===== config.mk =====
export PLATFORM = sky130hd
export DESIGN_NAME = gemm_tile_sequencer
export DESIGN_NICKNAME = d
export VERILOG_FILES = /design/src/rtl/gemm_tile_sequencer_pkg.sv /design/src/rtl/gemm_tile_sequencer_acc_drain_ctrl.sv /design/src/rtl/gemm_tile_sequencer.sv
export SDC_FILE = /design/constraint.sdc
export NUM_CORES = 1
export LEC_CHECK = 0
export ABC_AREA = 1
export ABC_CLOCK_PERIOD_IN_PS = 3700
export CAP_MARGIN = 20
export CORE_MARGIN = 8
export CORE_UTILIZATION = 52
export DETAILED_ROUTE_END_ITERATION = 7
export PLACE_DENSITY = 0.86
export SKIP_CTS_REPAIR_TIMING = 1
export SYNTH_ARGS = -nofsm -noshare
export SYNTH_HDL_FRONTEND = slang
export SYNTH_SLANG_ARGS = --single-unit

===== constraint.sdc =====
create_clock -name clk -period 3.7 [get_ports clk]
set_clock_uncertainty 0.15 [all_clocks]
set_input_delay 0.74 -clock clk [delete_from_list [all_inputs] [get_ports clk]]
set_output_delay 0.74 -clock clk [all_outputs]
set_load 0.005 [all_outputs]

===== src/rtl/gemm_tile_sequencer_pkg.sv =====
// Shared types and limits for the GEMM tile sequencer.
// Latency: n/a (declarations only).
// Backpressure: n/a.
//
// Contents: state encoding seq_state_t, default k_len width, core array
// dimensions and the legal n_cols range with a helper to test it.
package Config;

    localparam int SEQ_KLEN_W = 8;

    // Core array geometry; mux configuration buses are one bit narrower.
    localparam int CORE_ROWS = 16;
    localparam int CORE_COLS = 16;

    // Legal range for the number of active output columns.
    localparam int NCOLS_MIN = 1;
    localparam int NCOLS_MAX = 16;

    typedef logic [2:0] seq_state_t;

    localparam seq_state_t IDLE     = 3'd0;
    localparam seq_state_t WLOAD    = 3'd1;
    localparam seq_state_t FEED     = 3'd2;
    localparam seq_state_t WAIT_ACC = 3'd3;
    localparam seq_state_t DRAIN    = 3'd4;
    localparam seq_state_t DONE     = 3'd5;

    function automatic logic ncols_legal(input logic [4:0] n);
        return (n >= 5'(NCOLS_MIN)) && (n <= 5'(NCOLS_MAX));
    endfunction

endpackage


===== src/rtl/gemm_tile_sequencer_acc_drain_ctrl.sv =====
// Accumulator drain control: per-group read enables and all-empty detect.
// Latency: purely combinational, 0 cycles.
// Backpressure: read enables are held low while i_out_ready is low.
//
// Ports:
//   i_active       - sequencer is in its drain phase
//   i_out_ready    - downstream accepts readout this cycle
//   i_acc_empty    - per-accumulator empty flags
//   i_group_active - column groups in use for this tile ({gt12, gt8, gt4, 1})
//   o_rd_en        - accumulator read enables
//   o_all_empty    - every active group is empty (inactive groups ignored)
module acc_drain_ctrl (
    input  logic       i_active,
    input  logic       i_out_ready,
    input  logic [3:0] i_acc_empty,
    input  logic [3:0] i_group_active,
    output logic [3:0] o_rd_en,
    output logic       o_all_empty
);

    assign o_rd_en     = {4{i_active & i_out_ready}} & ~i_acc_empty & i_group_active;
    // An inactive group never holds data, so it counts as empty.
    assign o_all_empty = &(i_acc_empty | ~i_group_active);

endmodule


===== src/rtl/gemm_tile_sequencer.sv =====
// GEMM tile sequencer: weight load, input feed, accumulate wait and drain.
// Latency: strobes are combinational from src_vld (0 cycles); one state step per accepted row.
// Backpressure: src_vld gaps stall row counting; out_ready low stalls drain reads.
//
// Ports: clk/rst (async active-high); start + tile config (k_len, n_cols,
// accumulate, if_mux_cfg, w_mux_cfg); source handshake src_vld/src_rdy;
// datapath strobes wfetch/if_en/store/overwrite, mux selects, column-group
// enables gt4/gt8/gt12, accumulator drain acc_is_done/acc_empty/out_ready/
// accums_rd_en; status busy/done/err.
// Build option: define GEMM_SEQ_TIMEOUT_EN to add a WAIT_ACC watchdog of
// SEQ_TIMEOUT cycles that ends the tile with err.
module gemm_tile_sequencer
    import Config::*;
#(
    parameter int SEQ_TIMEOUT = 1024,
    parameter int KLEN_W      = SEQ_KLEN_W
) (
    input  logic                 clk,
    input  logic                 rst,
    input  logic                 start,
    input  logic [KLEN_W-1:0]    k_len,
    input  logic [4:0]           n_cols,
    input  logic                 accumulate,
    input  logic [CORE_ROWS-2:0] if_mux_cfg,
    input  logic [CORE_COLS-2:0] w_mux_cfg,
    input  logic                 src_vld,
    input  logic                 acc_is_done,
    input  logic [3:0]           acc_empty,
    input  logic                 out_ready,
    output logic                 wfetch,
    output logic                 if_en,
    output logic                 store,
    output logic                 overwrite,
    output logic [CORE_ROWS-2:0] if_mux_sel,
    output logic [CORE_COLS-2:0] w_mux_sel,
    output logic                 gt4,
    output logic                 gt8,
    output logic                 gt12,
    output logic [3:0]           accums_rd_en,
    output logic                 src_rdy,
    output logic                 busy,
    output logic                 done,
    output logic                 err
);

    seq_state_t           r_state;
    seq_state_t           w_state_nxt;
    logic                 w_err_nxt;

    logic [KLEN_W-1:0]    r_klen;
    logic [4:0]           r_ncols;
    logic                 r_accum;
    logic [CORE_ROWS-2:0] r_if_mux;
    logic [CORE_COLS-2:0] r_w_mux;
    logic [3:0]           r_row_cnt;
    logic [KLEN_W-1:0]    r_k_cnt;
    logic                 r_err;

    logic                 w_wfetch;
    logic                 w_if_en;
    logic                 w_row_last;
    logic                 w_k_last;
    logic                 w_first_if;
    logic                 w_latch;
    logic                 w_all_empty;
    logic                 w_wd_expired;
    logic [3:0]           w_group_active;

    assign w_wfetch   = (r_state == WLOAD) & src_vld;
    assign w_if_en    = (r_state == FEED) & src_vld;
    assign w_row_last = w_wfetch & (r_row_cnt == 4'd15);
    // FEED is only entered with r_klen != 0, so klen-1 never underflows here.
    assign w_k_last   = w_if_en & (r_k_cnt == (r_klen - KLEN_W'(1)));
    assign w_first_if = w_if_en & (r_k_cnt == '0);
    assign w_latch    = (r_state == IDLE) & start & ncols_legal(n_cols);

    assign gt4  = r_ncols > 5'd4;
    assign gt8  = r_ncols > 5'd8;
    assign gt12 = r_ncols > 5'd12;
    assign w_group_active = {gt12, gt8, gt4, 1'b1};

    acc_drain_ctrl u_drain (
        .i_active       (r_state == DRAIN),
        .i_out_ready    (out_ready),
        .i_acc_empty    (acc_empty),
        .i_group_active (w_group_active),
        .o_rd_en        (accums_rd_en),
        .o_all_empty    (w_all_empty)
    );

`ifdef GEMM_SEQ_TIMEOUT_EN
    localparam int WD_W = $clog2(SEQ_TIMEOUT + 1);
    logic [WD_W-1:0] r_wd;

    // Counts cycles spent in WAIT_ACC; the entry cycle is count 0, so the
    // state lasts exactly SEQ_TIMEOUT cycles before the watchdog fires.
    always_ff @(posedge clk or posedge rst) begin
        if (rst) begin
            r_wd <= '0;
        end else if (r_state == WAIT_ACC) begin
            r_wd <= r_wd + 1'b1;
        end else begin
            r_wd <= '0;
        end
    end

    assign w_wd_expired = (r_state == WAIT_ACC) && (r_wd == WD_W'(SEQ_TIMEOUT - 1));
`else
    logic w_unused_timeout;
    assign w_unused_timeout = (SEQ_TIMEOUT == 0);
    assign w_wd_expired     = 1'b0;
`endif

    always_comb begin
        w_state_nxt = r_state;
        w_err_nxt   = 1'b0;
        case (r_state)
            IDLE: begin
                if (start) begin
                    if (ncols_legal(n_cols)) begin
                        w_state_nxt = WLOAD;
                    end else begin
                        w_err_nxt = 1'b1;
                    end
                end
            end
            WLOAD: begin
                if (w_row_last) begin
                    if (r_klen == '0) begin
                        w_state_nxt = DONE;
                        w_err_nxt   = 1'b1;
                    end else begin
                        w_state_nxt = FEED;
                    end
                end
            end
            FEED: begin
                if (w_k_last) begin
                    w_state_nxt = WAIT_ACC;
                end
            end
            WAIT_ACC: begin
                // A completion arriving with the watchdog expiry wins.
                if (acc_is_done) begin
                    w_state_nxt = DRAIN;
                end else if (w_wd_expired) begin
                    w_state_nxt = DONE;
                    w_err_nxt   = 1'b1;
                end
            end
            DRAIN: begin
                if (w_all_empty) begin
                    w_state_nxt = DONE;
                end
            end
            DONE: begin
                w_state_nxt = IDLE;
            end
            default: begin
                w_state_nxt = IDLE;
            end
        endcase
    end

    always_ff @(posedge clk or posedge rst) begin
        if (rst) begin
            r_state   <= IDLE;
            r_klen    <= '0;
            r_ncols   <= '0;
            r_accum   <= 1'b0;
            r_if_mux  <= '0;
            r_w_mux   <= '0;
            r_row_cnt <= '0;
            r_k_cnt   <= '0;
            r_err     <= 1'b0;
        end else begin
            r_state <= w_state_nxt;
            r_err   <= w_err_nxt;
            if (w_latch) begin
                r_klen    <= k_len;
                r_ncols   <= n_cols;
                r_accum   <= accumulate;
                r_if_mux  <= if_mux_cfg;
                r_w_mux   <= w_mux_cfg;
                r_row_cnt <= '0;
                r_k_cnt   <= '0;
            end else begin
                if (w_wfetch) begin
                    r_row_cnt <= r_row_cnt + 4'd1;
                end
                if (w_if_en) begin
                    r_k_cnt <= r_k_cnt + KLEN_W'(1);
                end
            end
        end
    end

    assign wfetch     = w_wfetch;
    assign if_en      = w_if_en;
    assign store      = w_first_if & r_accum;
    assign overwrite  = w_first_if & ~r_accum;
    assign src_rdy    = (r_state == WLOAD) | (r_state == FEED);
    assign busy       = r_state != IDLE;
    assign done       = r_state == DONE;
    assign err        = r_err;
    // Selects are only meaningful while a tile is in flight.
    assign if_mux_sel = busy ? r_if_mux : '0;
    assign w_mux_sel  = busy ? r_w_mux : '0;

endmodule


==> flow_metrics.py <==
metrics = {
    "route": {
        "vias": 3147,
        "drc": 0,
        "routed_via_density": 5.035,
        "wirelength_um": 8804,
        "routedWlPerCell_um": 14.09,
        "drt_iter0_drc": 167,
        "met2_length_um": 4515,
        "wl_met3_um": 616,
        "ant_nets": 0,
        "wl_met1_um": 3476,
        "firstDrtPassIters": 4,
        "top_layer": "met4",
    },
    "sta": {
        "whs_ps": 357.9,
        "finalSetupViolations": 0,
        "rsz0062_at_grt": "false",
        "tns_ps": 0,
        "slew_violations": 0,
        "hold_viol": 0,
        "fin_crit_sh_pct": 91.62,
        "period_minus_slack_ps": 3390,
        "worst_pin_slew_ps": 653.4,
        "slew_headroom_pct": 56.38,
        "timing.fmax_mhz": 295.0,
    },
    "final_layout": {
        "diodes": 0,
        "fin_nets": 599,
        "finalInstanceArea_mm2": 0.004710,
        "synthToLayoutAreaGrowth_pct": 34.14,
        "fin_util_pct": 70.49,
        "layout-drive-gt1-share_pct": 18.35,
    },
    "global_routing": {
        "gr-total-overflow": 0,
        "grt_pass1_wl_um": 14980,
        "grt_max_degree": 40,
        "grt_usage_pct": 19.11,
        "grt_pass1_vias": 3262,
        "antenna_found_initial": 0,
    },
    "critical_path": {
        "cp-start-kind": "input port",
        "crit_start": "src_vld",
        "crit_path_end_kind": "output pin",
        "r2r-start": "r_state[1]",
        "cp.required_ps": 2810,
        "reg2reg_setup_slack_ps": 1090,
        "worstSetupPathType": "in2out",
        "arrival_ps": 2500,
        "path_max_fanout": 8,
    },
    "placement": {
        "gp_congestion": 0.8483,
        "hpwl_um": 6619,
        "portBuffers": 98,
        "dpl_cell_area_mm2": 0.004507,
    },
    "logic_synthesis": {
        "ys_ff_latch": 60,
        "ys_seq_area_share_pct": 42.77,
        "synth_edf_count": 0,
        "synthesis.nets": 501,
        "syn_inst": 442,
        "syn-cell-area_mm2": 0.003511,
        "ys_types": 32,
        "syn_avg_cell_area_um2": 7.943,
        "synth_ff_type": "dfrtp_1",
        "ys_warn_count": 0,
        "postSynth.asyncResetShare_pct": 100.0,
    },
    "power_and_ir_drop": {
        "pwr-share-comb_pct": 53.9,
        "p_switching_uw": 1486,
        "swShare_pct": 39.84,
        "clock_power_share_pct": 16.3,
        "cellLeakagePower_uw": 0.002232,
        "power_frac_seq_pct": 29.8,
        "power_density_mw_per_mm2": 791.8,
        "p_int_uw": 2243,
        "total_power_uw": 3729,
        "irDropWorstVdd_mv": 0.4622,
    },
    "floorplanning": {
        "start_util_pct": 52.55,
        "die-area_mm2": 0.009637,
        "ios": 99,
        "die_w_um": 98.17,
        "chipHeight_um": 98.17,
        "num_rows": 30,
        "core_mm2": 0.006681,
    },
    "cts": {
        "tritoncts": "yes",
        "cts_max_path_buffers": 2,
        "clk_pin_slew_ps": 70,
        "cts_buffers": 9,
        "clock-sinks": 60,
        "htreeDepth": 3,
        "cts_root_buf": "clkbuf_8",
        "worstSkewPairLatency_ps": 340,
    },
    "status": {
        "outcome": "complete, no violations",
    },
    "flow_run": {
        "maxCapViolations": 0,
    },
    "worst_hold_path": {
        "min_path_type": "reg2reg",
        "hp-start": "r_ncols[0]",
    },
}
-- layout by cell type (no fill, tap or decap), types with 11 or more instances in the layout --
| cell | n |
|---|---|
| clkdlybuf4s50_1 | 98 |
| nand2_1 | 79 |
| inv_1 | 71 |
| nor2_1 | 63 |
| dfrtp_1 | 60 |
| nand2_2 | 36 |
| o21ai_2 | 35 |
| nand3_1 | 17 |
| o21ai_0 | 11 |
| clkbuf_8 | 11 |
-- routing by layer --
metal / vias to the layer above / track usage (%)
met5: - / 0
met4: 0 / 9.327
met3: 17 / 6.259
met2: 89 / 33.30
met1: 1475 / 20.38
li1: 1566 / -
-- per-stage QoR --
step | setup slack (ps) | std cells
2_1_floorplan | 1325 | 442
3_3_place_gp | 366.7 | 609
3_5_place_dp | 346.2 | 609
4_1_cts | 315.3 | 625
5_1_grt | 178.1 | 625
6_report | 309.9 | 625
-- worst paths after layout --
path,to,cells past startpoint
worst max-delay path,overwrite,6
worst min-delay path,r_ncols[0],2
worst max register to register,r_if_mux[4],10
worst min register to register,r_ncols[0],2
max in group asynchronous,r_w_mux[5],3
min in group asynchronous,r_if_mux[6],2
-- critical path: stages --
cell and delay [ps]:
clkdlybuf4s50_1 510, nand4_1 200, inv_2 190, nand4_1 200
nor2_1 140, clkdlybuf4s50_1 520
-- cell type report --
class / count / area [µm²]
clock inverter: 4 / 47.55
sequential: 60 / 1501
inverter: 76 / 287.8
clock buffer: 12 / 155.1
timing repair buffer: 101 / 1016
multi-input combinational: 292 / 1602
fill: 513 / 1972
tap: 80 / 100.1
-- cell usage after synthesis, drive strengths merged (4+ instances only) --
cell type	n	area share (%)
a21oi	7	1.0
buf	9	3.0
clkbuf	5	0.53
dfrtp	60	43
ha	5	1.8
inv	76	8.1
nand2	115	15
nand3	18	2.9
nand4	6	1.1
nor2	67	8.0
nor3	6	1.0
o21ai	49	11
xnor2	4	1.0
xor2	6	1.5
-- flip-flops by register name, summed over array words and instances, names as in the netlist --
signal and cells:
r_ncols 5, r_w_mux 15, r_row_cnt 4, err 1, r_accum 1, r_state 3, r_k_cnt 8, r_if_mux 15
r_klen 8
-- cell families after synthesis --
| kind of cell | count (synthesis) | synth area share [%] |
|---|---|---|
| xor+xnor | 10 | 2.495 |
| compound gates | 60 | 12.54 |
| buf+inv | 90 | 11.62 |
| fa+ha+maj | 5 | 1.782 |
| flops | 60 | 42.77 |
| simple gates | 217 | 28.80 |
-- power by group through the flow --
stage	sequential (µW)	combinational [µW]	clock, µW
4_1_cts	1110	2040	610
6_report	1110	2010	606
2_1_floorplan	1070	1230	0
3_3_place_gp	1110	1930	0
3_5_place_dp	1120	2000	0
5_1_grt	1140	2240	640
No activity file was read; power rests on OpenSTA's default activity.
